`config.mk`:
```
export PLATFORM = sky130hd
export DESIGN_NAME = latch_pair_capture
export DESIGN_NICKNAME = d
export VERILOG_FILES = /design/src/rtl/lcf_pkg.sv /design/src/rtl/lcf_fifo.sv /design/src/rtl/latch_pair_capture.sv
export SDC_FILE = /design/constraint.sdc
export NUM_CORES = 1
export LEC_CHECK = 0
export BUFFER_PORTS_ARGS = -buffer_cell sky130_fd_sc_hd__buf_4
export CAP_MARGIN = 20
export CORE_AREA = 10 10 81 83
export CTS_BUF_LIST = sky130_fd_sc_hd__clkbuf_2
export CTS_CLUSTER_SIZE = 30
export DETAILED_ROUTE_END_ITERATION = 7
export DIE_AREA = 0 0 91 93
export PLACE_DENSITY = 0.93
export SLEW_MARGIN = 30
export SYNTH_ARGS = -nofsm -noshare
export SYNTH_HDL_FRONTEND = slang
export SYNTH_SLANG_ARGS = --single-unit
```
`constraint.sdc`:
```
create_clock -name i_clk -period 3.9 [get_ports i_clk]
set_input_delay 0.78 -clock i_clk [delete_from_list [all_inputs] [get_ports i_clk]]
set_output_delay 0.78 -clock i_clk [all_outputs]
set_load 0.005 [all_outputs]
```
`src/rtl/lcf_pkg.sv`:
```
// rtl/lcf_pkg.sv - shared types and helpers for the latch pair capture block
package lcf_pkg;

    localparam int LCF_DATA_W = 8;

    typedef logic [2*LCF_DATA_W-1:0] pair_t;

    function automatic int lvl_w(input int depth);
        return $clog2(depth) + 1;
    endfunction

endpackage

```
`src/rtl/lcf_fifo.sv`:
```
// rtl/lcf_fifo.sv - show-ahead synchronous FIFO with separate occupancy counter
module lcf_fifo
    import lcf_pkg::*;
#(
    parameter int DEPTH = 4,
    parameter int W     = 16
) (
    input  logic                      i_clk,
    input  logic                      i_arst,
    input  logic                      i_push,
    input  logic                      i_pop,
    input  logic [W-1:0]              i_wdata,
    output logic [W-1:0]              o_rdata,
    output logic                      o_full,
    output logic                      o_empty,
    output logic [lvl_w(DEPTH)-1:0]   o_level
);

    localparam int PW = $clog2(DEPTH);
    localparam int LW = lvl_w(DEPTH);

    logic [W-1:0]  mem [DEPTH];
    logic [PW-1:0] wr_ptr_q, wr_ptr_d;
    logic [PW-1:0] rd_ptr_q, rd_ptr_d;
    logic [LW-1:0] level_q, level_d;
    logic          pop_ok;

    assign o_empty = (level_q == '0);
    assign o_full  = (level_q == LW'(DEPTH));
    assign o_level = level_q;
    assign pop_ok  = i_pop & ~o_empty;

    // Head is driven straight from storage so a word is visible as soon as it lands.
    assign o_rdata = o_empty ? '0 : mem[rd_ptr_q];

    always_comb begin
        wr_ptr_d = wr_ptr_q;
        rd_ptr_d = rd_ptr_q;
        level_d  = level_q;
        if (i_push) wr_ptr_d = wr_ptr_q + PW'(1);
        if (pop_ok) rd_ptr_d = rd_ptr_q + PW'(1);
        case ({i_push, pop_ok})
            2'b10:   level_d = level_q + LW'(1);
            2'b01:   level_d = level_q - LW'(1);
            default: level_d = level_q;
        endcase
    end

    always_ff @(posedge i_clk or posedge i_arst) begin
        if (i_arst) begin
            wr_ptr_q <= '0;
            rd_ptr_q <= '0;
            level_q  <= '0;
        end else begin
            wr_ptr_q <= wr_ptr_d;
            rd_ptr_q <= rd_ptr_d;
            level_q  <= level_d;
        end
    end

    always_ff @(posedge i_clk) begin
        if (i_push) mem[wr_ptr_q] <= i_wdata;
    end

endmodule

```
`src/rtl/latch_pair_capture.sv`:
```
// rtl/latch_pair_capture.sv - samples the latch pair on window close and queues words
module latch_pair_capture
    import lcf_pkg::*;
#(
    parameter int DEPTH  = 4,
    parameter int DATA_W = LCF_DATA_W
) (
    input  logic                      i_clk,
    input  logic                      i_arst,
    input  logic                      en,
    input  logic [DATA_W-1:0]         i_a,
    input  logic [DATA_W-1:0]         i_b,
    output logic [2*DATA_W-1:0]       o_data,
    output logic                      o_valid,
    input  logic                      i_ready,
    output logic [lvl_w(DEPTH)-1:0]   o_level,
    output logic                      o_ovf,
    input  logic                      i_ovf_clr
);

    logic en_q, en_d;
    logic ovf_q, ovf_d;
    logic cap, push, pop, full, empty;

    // First low cycle after the window: latches are closed and their outputs stable.
    assign cap     = en_q & ~en;
    assign o_valid = ~empty;
    assign pop     = o_valid & i_ready;
    assign push    = cap & (~full | pop);
    assign o_ovf   = ovf_q;

    always_comb begin
        en_d  = en;
        ovf_d = ovf_q;
        if (i_ovf_clr) ovf_d = 1'b0;
        if (cap & full & ~pop) ovf_d = 1'b1;
    end

    always_ff @(posedge i_clk or posedge i_arst) begin
        if (i_arst) en_q <= 1'b0;
        else        en_q <= en_d;
    end

    always_ff @(posedge i_clk or posedge i_arst) begin
        if (i_arst) ovf_q <= 1'b0;
        else        ovf_q <= ovf_d;
    end

    lcf_fifo #(
        .DEPTH (DEPTH),
        .W     (2*DATA_W)
    ) u_fifo (
        .i_clk   (i_clk),
        .i_arst  (i_arst),
        .i_push  (push),
        .i_pop   (pop),
        .i_wdata ({i_a, i_b}),
        .o_rdata (o_data),
        .o_full  (full),
        .o_empty (empty),
        .o_level (o_level)
    );

endmodule

```
# Word level (Yosys, flattened, before mapping)

Memories as Yosys holds them, arrays and structs flattened.
Cells that the tools add are included.
Widths: inputs -> output; s select.

Register bits: 9
Bits in writable memories: 64
Input bits: 21
Output and inout bits: 21
Logic and storage cells: 33
Memories: 1

Memory list:

| memory     | depth | width | rd ports | clocked after Yosys merged registers in | wr ports | line           | source |
|---|---|---|---|---|---|---|---|
| u_fifo.mem | 4     | 16    | 1        | 0                                       | 1        | lcf_fifo.sv:22 | `logic [W-1:0] mem [DEPTH];` |

$add $sub $neg: 4
Equality and inequality tests: 3
Mux-type cells: 6
Bitwise gates (word level): 11
Reductions and logical operators: 3

Operator list:

| cell                | count |
|---|---|
| $mux 16             | 1 |
| $and 1x1->1         | 6 |
| $pmux 3 s2          | 1 |
| $add 2x1->2 const B | 2 |
| $mux 1              | 4 |
| $not 1->1           | 4 |
| $reduce_bool 2->1   | 2 |
| $add 3x1->3 const B | 1 |
| $eq 3x3->1 const B  | 1 |
| $logic_not 3->1     | 1 |
| $sub 3x1->3 const B | 1 |
| $eq 2x1->1 const B  | 1 |
| $eq 2x2->1 const B  | 1 |
| $or 1x1->1          | 1 |

# Logic depth before layout (Yosys ltp)

Word-level depth: 7
Mapped depth: 9
Gate-level depth less buffers: 9

# Hierarchy

Synthesis repeated with hierarchy kept, for this count alone.

Cells, all modules: 150
Area total of the unflattened synthesis: 3,036.7 um^2

By module, submodules not included:

| module             | times used | cells an instance | area an instance (um^2) | sequential area each (um^2) |
|---|---|---|---|---|
| lcf_fifo           | 1          | 140               | 2,941.6                 | 2,097.0 |
| latch_pair_capture | 1          | 10                | 95.1                    | 50.0 |

# Worst setup path before layout

No wires, ideal clock.

Kind: input -> register
Start: in i_ready
End: reg u_fifo.level_q[2], in the netlist u_fifo.o_level[2]
Library setup time: 79 ps
Arrival time: 2,413 ps
Data required time: 3,821 ps
Path slack: 1,408 ps
Cell stages on the path: 9
Path through: or4b_4 > nor2b_4 > inv_1 > ha_1 > inv_1 > fa_1 > xor2_1 > nor2_1 > xor2_1

Cells in the longest elaborated chain, start to end: 5

Ends and longest elaborated chain:

| what                                                   | line                     | source |
|---|---|---|
| start, declared                                        | latch_pair_capture.sv:15 | `input logic i_ready,` |
| $and 1x1->1 (*)                                        | latch_pair_capture.sv:28 | `assign pop = o_valid & i_ready;` |
| $or 1x1->1                                             | latch_pair_capture.sv:29 | `assign push = cap & (~full \| pop);` |
| $and 1x1->1                                            | latch_pair_capture.sv:29 |  |
| $eq 2x1->1 / $eq 2x2->1 (equally long branches)        | lcf_fifo.sv:42           | `case ({i_push, pop_ok})` |
| $pmux 3 s2 / $reduce_bool 2->1 (equally long branches) | n/a                      |  |
| end signal, assigned                                   | lcf_fifo.sv:57           | `level_q <= level_d;` |
| end, declared                                          | lcf_fifo.sv:25           | `logic [LW-1:0] level_q, level_d;` |

Every way passes the cells marked *; elsewhere a longest branch is shown, timed or not.
A chain may end at the register's enable or synchronous reset.

# Final worst setup path

Start: reg u_fifo.rd_ptr_q[0]
End: out o_data[10]

Cells in the longest elaborated chain, start to end: 2

Ends and longest elaborated chain:

| what                   | line                     | source |
|---|---|---|
| start, declared        | lcf_fifo.sv:24           | `logic [PW-1:0] rd_ptr_q, rd_ptr_d;` |
| start signal, assigned | lcf_fifo.sv:56           | `rd_ptr_q <= rd_ptr_d;` |
| $mem_v2 4x16           | n/a                      |  |
| $mux 16                | lcf_fifo.sv:34           | `assign o_rdata = o_empty ? '0 : mem[rd_ptr_q];` |
| end, declared          | latch_pair_capture.sv:13 | `output logic [2*DATA_W-1:0] o_data,` |

No other way between the ends.

==> results.md <==
Die:
- The total core area is ~0.005 mm^2.
- In this run the vertical extent of the chip is 93 um.
- The starting density of the core is 58.4%.
- The horizontal die dimension is about 90 um.
- The die covers 0.00846 mm^2.
- The number of cell rows is 26.
- For this design the top-level I/O count stands at 42.

Timing:
- The post-route setup TNS is 0 ps.
- After layout, the worst path uses 73.3% of the clock period.
- The number of pins with negative max-slew slack in the final report came to 0.
- The hold violation count in the final report is 0.
- The routed design could run at a clock period as short as 2860 ps.
- Setup violations remaining at the end of the flow were counted as 0.
- Setup repair after global routing left no endpoint under its margin.
- The worst pin sits at a relative slew slack of 48.1%.
- The maximum achievable frequency is 350 MHz.
- The clock arrives with 15.2 ps of skew.
- The slew at the pin closest to its max-slew limit is 778 ps.

Synthesis:
- The number of nets handed over by synthesis was 172.
- The post-synthesis instance area is around 0.0029 mm^2.
- Summing the sequential cell areas from Yosys gives 73.3% of the chip area.
- After synthesis the netlist holds a flip-flop and latch count of 73.
- Synthesis produced between 100 and 150 cells.
- In this run the mean area of a mapped cell was 20.2 um^2.
- The number of warnings reported in the yosys synthesis log is 0.
- The number of distinct standard cells referenced by the synthesized netlist is 23.

Layout:
- In the final layout, flip-flops and latches occupy about 0.0021 mm^2.
- Once layout is done, the placed cells without fillers occupy 0.00339 mm^2.
- The library cell used most frequently in the layout, excluding fill and tap cells, is sky130_fd_sc_hd__edfxtp_1.
- The area growth from synthesis to layout is 15.9%.
- 0 antenna diodes ended up in the layout.
- The library cells used most frequently in the layout, excluding fill and tap cells, are sky130_fd_sc_hd__edfxtp_1, sky130_fd_sc_hd__buf_4, sky130_fd_sc_hd__and2_1.
- The post-layout net count is about 220.
- The multi-input combinational cells in the finished layout cover a total of between 700 and 800 um^2.
- The filler cells instantiated in the layout total 355.
- The layout cell share with drive strength beyond 1 is 40.3%.

GRT:
- The total overflow left after global routing is 0.
- The maximum number of pins on one net before global-route repair is 20.
- The global-route wire length before repair is 8390 um.
- For this run, global-route usage on met1 was measured as 14.0%.
- The number of global-route vias before repair is around 1600.
- The met2 track utilization from global routing is 22.7%.
- In the global route stage, overall resource usage came out at between 10% and 20%.
- The number of antenna violations at the first check in global routing is 0.
- The global routing stage identified its most utilized layer as met2.
- For this run, global-route usage on met3 was measured as under 10%.

Placement:
- Detailed placement finished with a half-perimeter wire length of ~3500 um.
- The count of port buffers added during placement is 41.
- The placed instance area is 0.00329 mm^2.
- The weighted congestion reported at the end of routability-driven placement is 0.762.

Clock network:
- For this design, the CTS-stage hold fixing added 0 buffers.
- Clock-pin slew was measured on the worst setup and hold paths at 170 ps.
- The maximum buffer depth of the clock tree is 2.
- At the later pin of the worst-skew pair, clock insertion delay measures 490 ps.
- The tree is rooted in a sky130_fd_sc_hd__clkbuf_2.
- Counting every sink on the clock net gives 73.
- The number of gates resized after CTS was 0.
- The CTS tree is yes.
- The depth of the CTS H-tree is 3.
- The total clock buffers created by CTS is 9.
- In this run the post-CTS setup repair buffer count came out at 0.

Power and ir drop:
- The share of total power in sequential cells is about 48%.
- The leakage power of the design is 1.25 nW.
- Combinational cells account for about a third of the total power.
- The worst-case IR drop observed on VDD is between 0.4 and 0.5 mV.
- The fraction of power spent switching nets is 29.0%.
- The net switching power is 0.000643 W.
- The design internal power is 0.00158 W.
- For this design the ratio of total power to cell area is 654 mW/mm^2.
- The power share of the clock group is 16.9%.

Detailed routing:
- The number of detailed-routing iterations run before antenna repair is 4.
- After detailed routing, the total wire length is 5160 um.
- The number of nets still failing antenna checks after routing is 0.
- After detailed routing, the number of vias per cell comes to about 5.4.
- After detailed routing, the number of remaining DRC violations is 0.
- The detailed router finished its first iteration with 117 violations.
- After detailed routing, the average wire length per cell comes to 19.4 um.
- Across all layers, the routed design uses 1447 vias.

Worst setup path:
- STA classifies the critical path endpoint as a primary output.
- The internal reg-to-reg setup slack is 1500 ps.
- The worst setup path is launched from a flip-flop.
- The cell depth of the worst flop-to-flop path is 8.
- STA puts the critical path data required time at 3120 ps.
- The data arrival time of the worst path is roughly 2100 ps.
- The reg-to-reg startpoint is u_fifo.o_level[0].
- The critical path is of the reg2out type.
- The maximum fanout encountered on the critical timing path is 16.
- The capture point of the worst reg-to-reg path is u_fifo.o_level[2].

Hold path:
- The worst hold path class is in2async.

Job:
- The tool flagged a number of max-cap violations equal to 0.

Outcome:
- The flow ran to the end, and the final reports show no timing, DRC or antenna violations.
[worst max path at each step]
stage,start,to,slack [ps],cells past startpoint
floorplan,i_ready,u_fifo.o_level[2],1410,9
global placement,i_ready,u_fifo.o_level[2],1250,10
detailed placement,i_ready,u_fifo.o_level[2],1160,10
CTS,u_fifo.rd_ptr_q[0],o_data[11],960,4
global route,u_fifo.rd_ptr_q[0],o_data[11],830,4
finish,u_fifo.rd_ptr_q[0],o_data[10],1040,4
[per-stage QoR]
stage / setup slack, ps / utilization, % / std cells / power, W / hold WS (ps)
after floorplan: 1410 / - / 145 / 0.00154 / 489
after global placement: 1250 / 65.8 / 251 / 0.00184 / 490
after detailed placement: 1160 / 65.8 / 251 / 0.00188 / 484
after CTS: 965 / 67.7 / 266 / 0.00225 / 203
after global routing: 834 / 67.7 / 266 / 0.00237 / 185
final: 1040 / 67.7 / 266 / 0.00222 / 237
[critical path, cell delays in order, from the launching register on]
cell and delay [ps]:
sky130_fd_sc_hd__dfrtp_1 420, sky130_fd_sc_hd__buf_4 330, sky130_fd_sc_hd__mux4_2 540, sky130_fd_sc_hd__and2_1 180, sky130_fd_sc_hd__buf_4 130
[final cells by class]
type                    instances  share of cell area [%]
clock inverters                 5                    1.40
clock buffers                  10                    1.48
multi-input cells              58                    21.1
well taps                      70                    2.58
inverters                       8                   0.885
repair buffers                 42                    9.30
flip-flops and latches         73                    63.3
[power groups by stage]
stage	combinational (W)	sequential [W]	clock, W
global route	0.000874	0.00107	0.000427
global placement	0.000777	0.00106	0
floorplan	0.000522	0.00102	0
detailed placement	0.000804	0.00108	0
CTS	0.000808	0.00106	0.000386
finish	0.000784	0.00106	0.000376
[sequential cells by signal, summed over array words and instances, names as in the netlist]
| name | cells |
|---|---|
| u_fifo.mem | 64 |
| u_fifo.o_level | 3 |
| u_fifo.rd_ptr_q | 2 |
| u_fifo.wr_ptr_q | 2 |
| en_q | 1 |
| o_ovf | 1 |
[kinds of logic after synthesis]
| family | synth area share (%) |
|---|---|
| flops | 73.3 |
| simple gates | 6.41 |
| mux | 13.2 |
| buf+inv | 2.27 |
| xor+xnor | 1.80 |
| fa+ha+maj | 2.82 |
| compound gates | 0.214 |
[synthesized netlist by cell type]
cell type	instances	area share [%]
sky130_fd_sc_hd__dfrtp_1	9	7.7
sky130_fd_sc_hd__buf_2	2	0.34
sky130_fd_sc_hd__mux4_2	16	12
sky130_fd_sc_hd__nand3_1	1	0.17
sky130_fd_sc_hd__and2_1	17	3.6
sky130_fd_sc_hd__o22ai_1	1	0.21
sky130_fd_sc_hd__fa_1	1	0.68
sky130_fd_sc_hd__or2b_2	1	0.30
sky130_fd_sc_hd__xor2_1	3	0.90
sky130_fd_sc_hd__or4b_4	1	0.47
sky130_fd_sc_hd__clkbuf_1	2	0.26
sky130_fd_sc_hd__edfxtp_1	64	66
sky130_fd_sc_hd__inv_1	8	1.0
sky130_fd_sc_hd__and2_2	4	1.0
sky130_fd_sc_hd__buf_4	1	0.26
sky130_fd_sc_hd__xnor2_1	3	0.90
sky130_fd_sc_hd__buf_6	1	0.38
sky130_fd_sc_hd__mux2i_1	1	0.34
sky130_fd_sc_hd__nor2_1	1	0.13
sky130_fd_sc_hd__mux2_4	1	0.51
sky130_fd_sc_hd__or3_1	1	0.21
sky130_fd_sc_hd__ha_1	5	2.1
sky130_fd_sc_hd__nor2b_4	1	0.47
[routing by layer]
layer  wire, um  vias to the layer above
met5          0                        -
met4         35                        0
met3        362                        5
met2       2730                       57
met1       2030                      738
li1           -                      647
No activity file was read; power rests on OpenSTA's default activity.
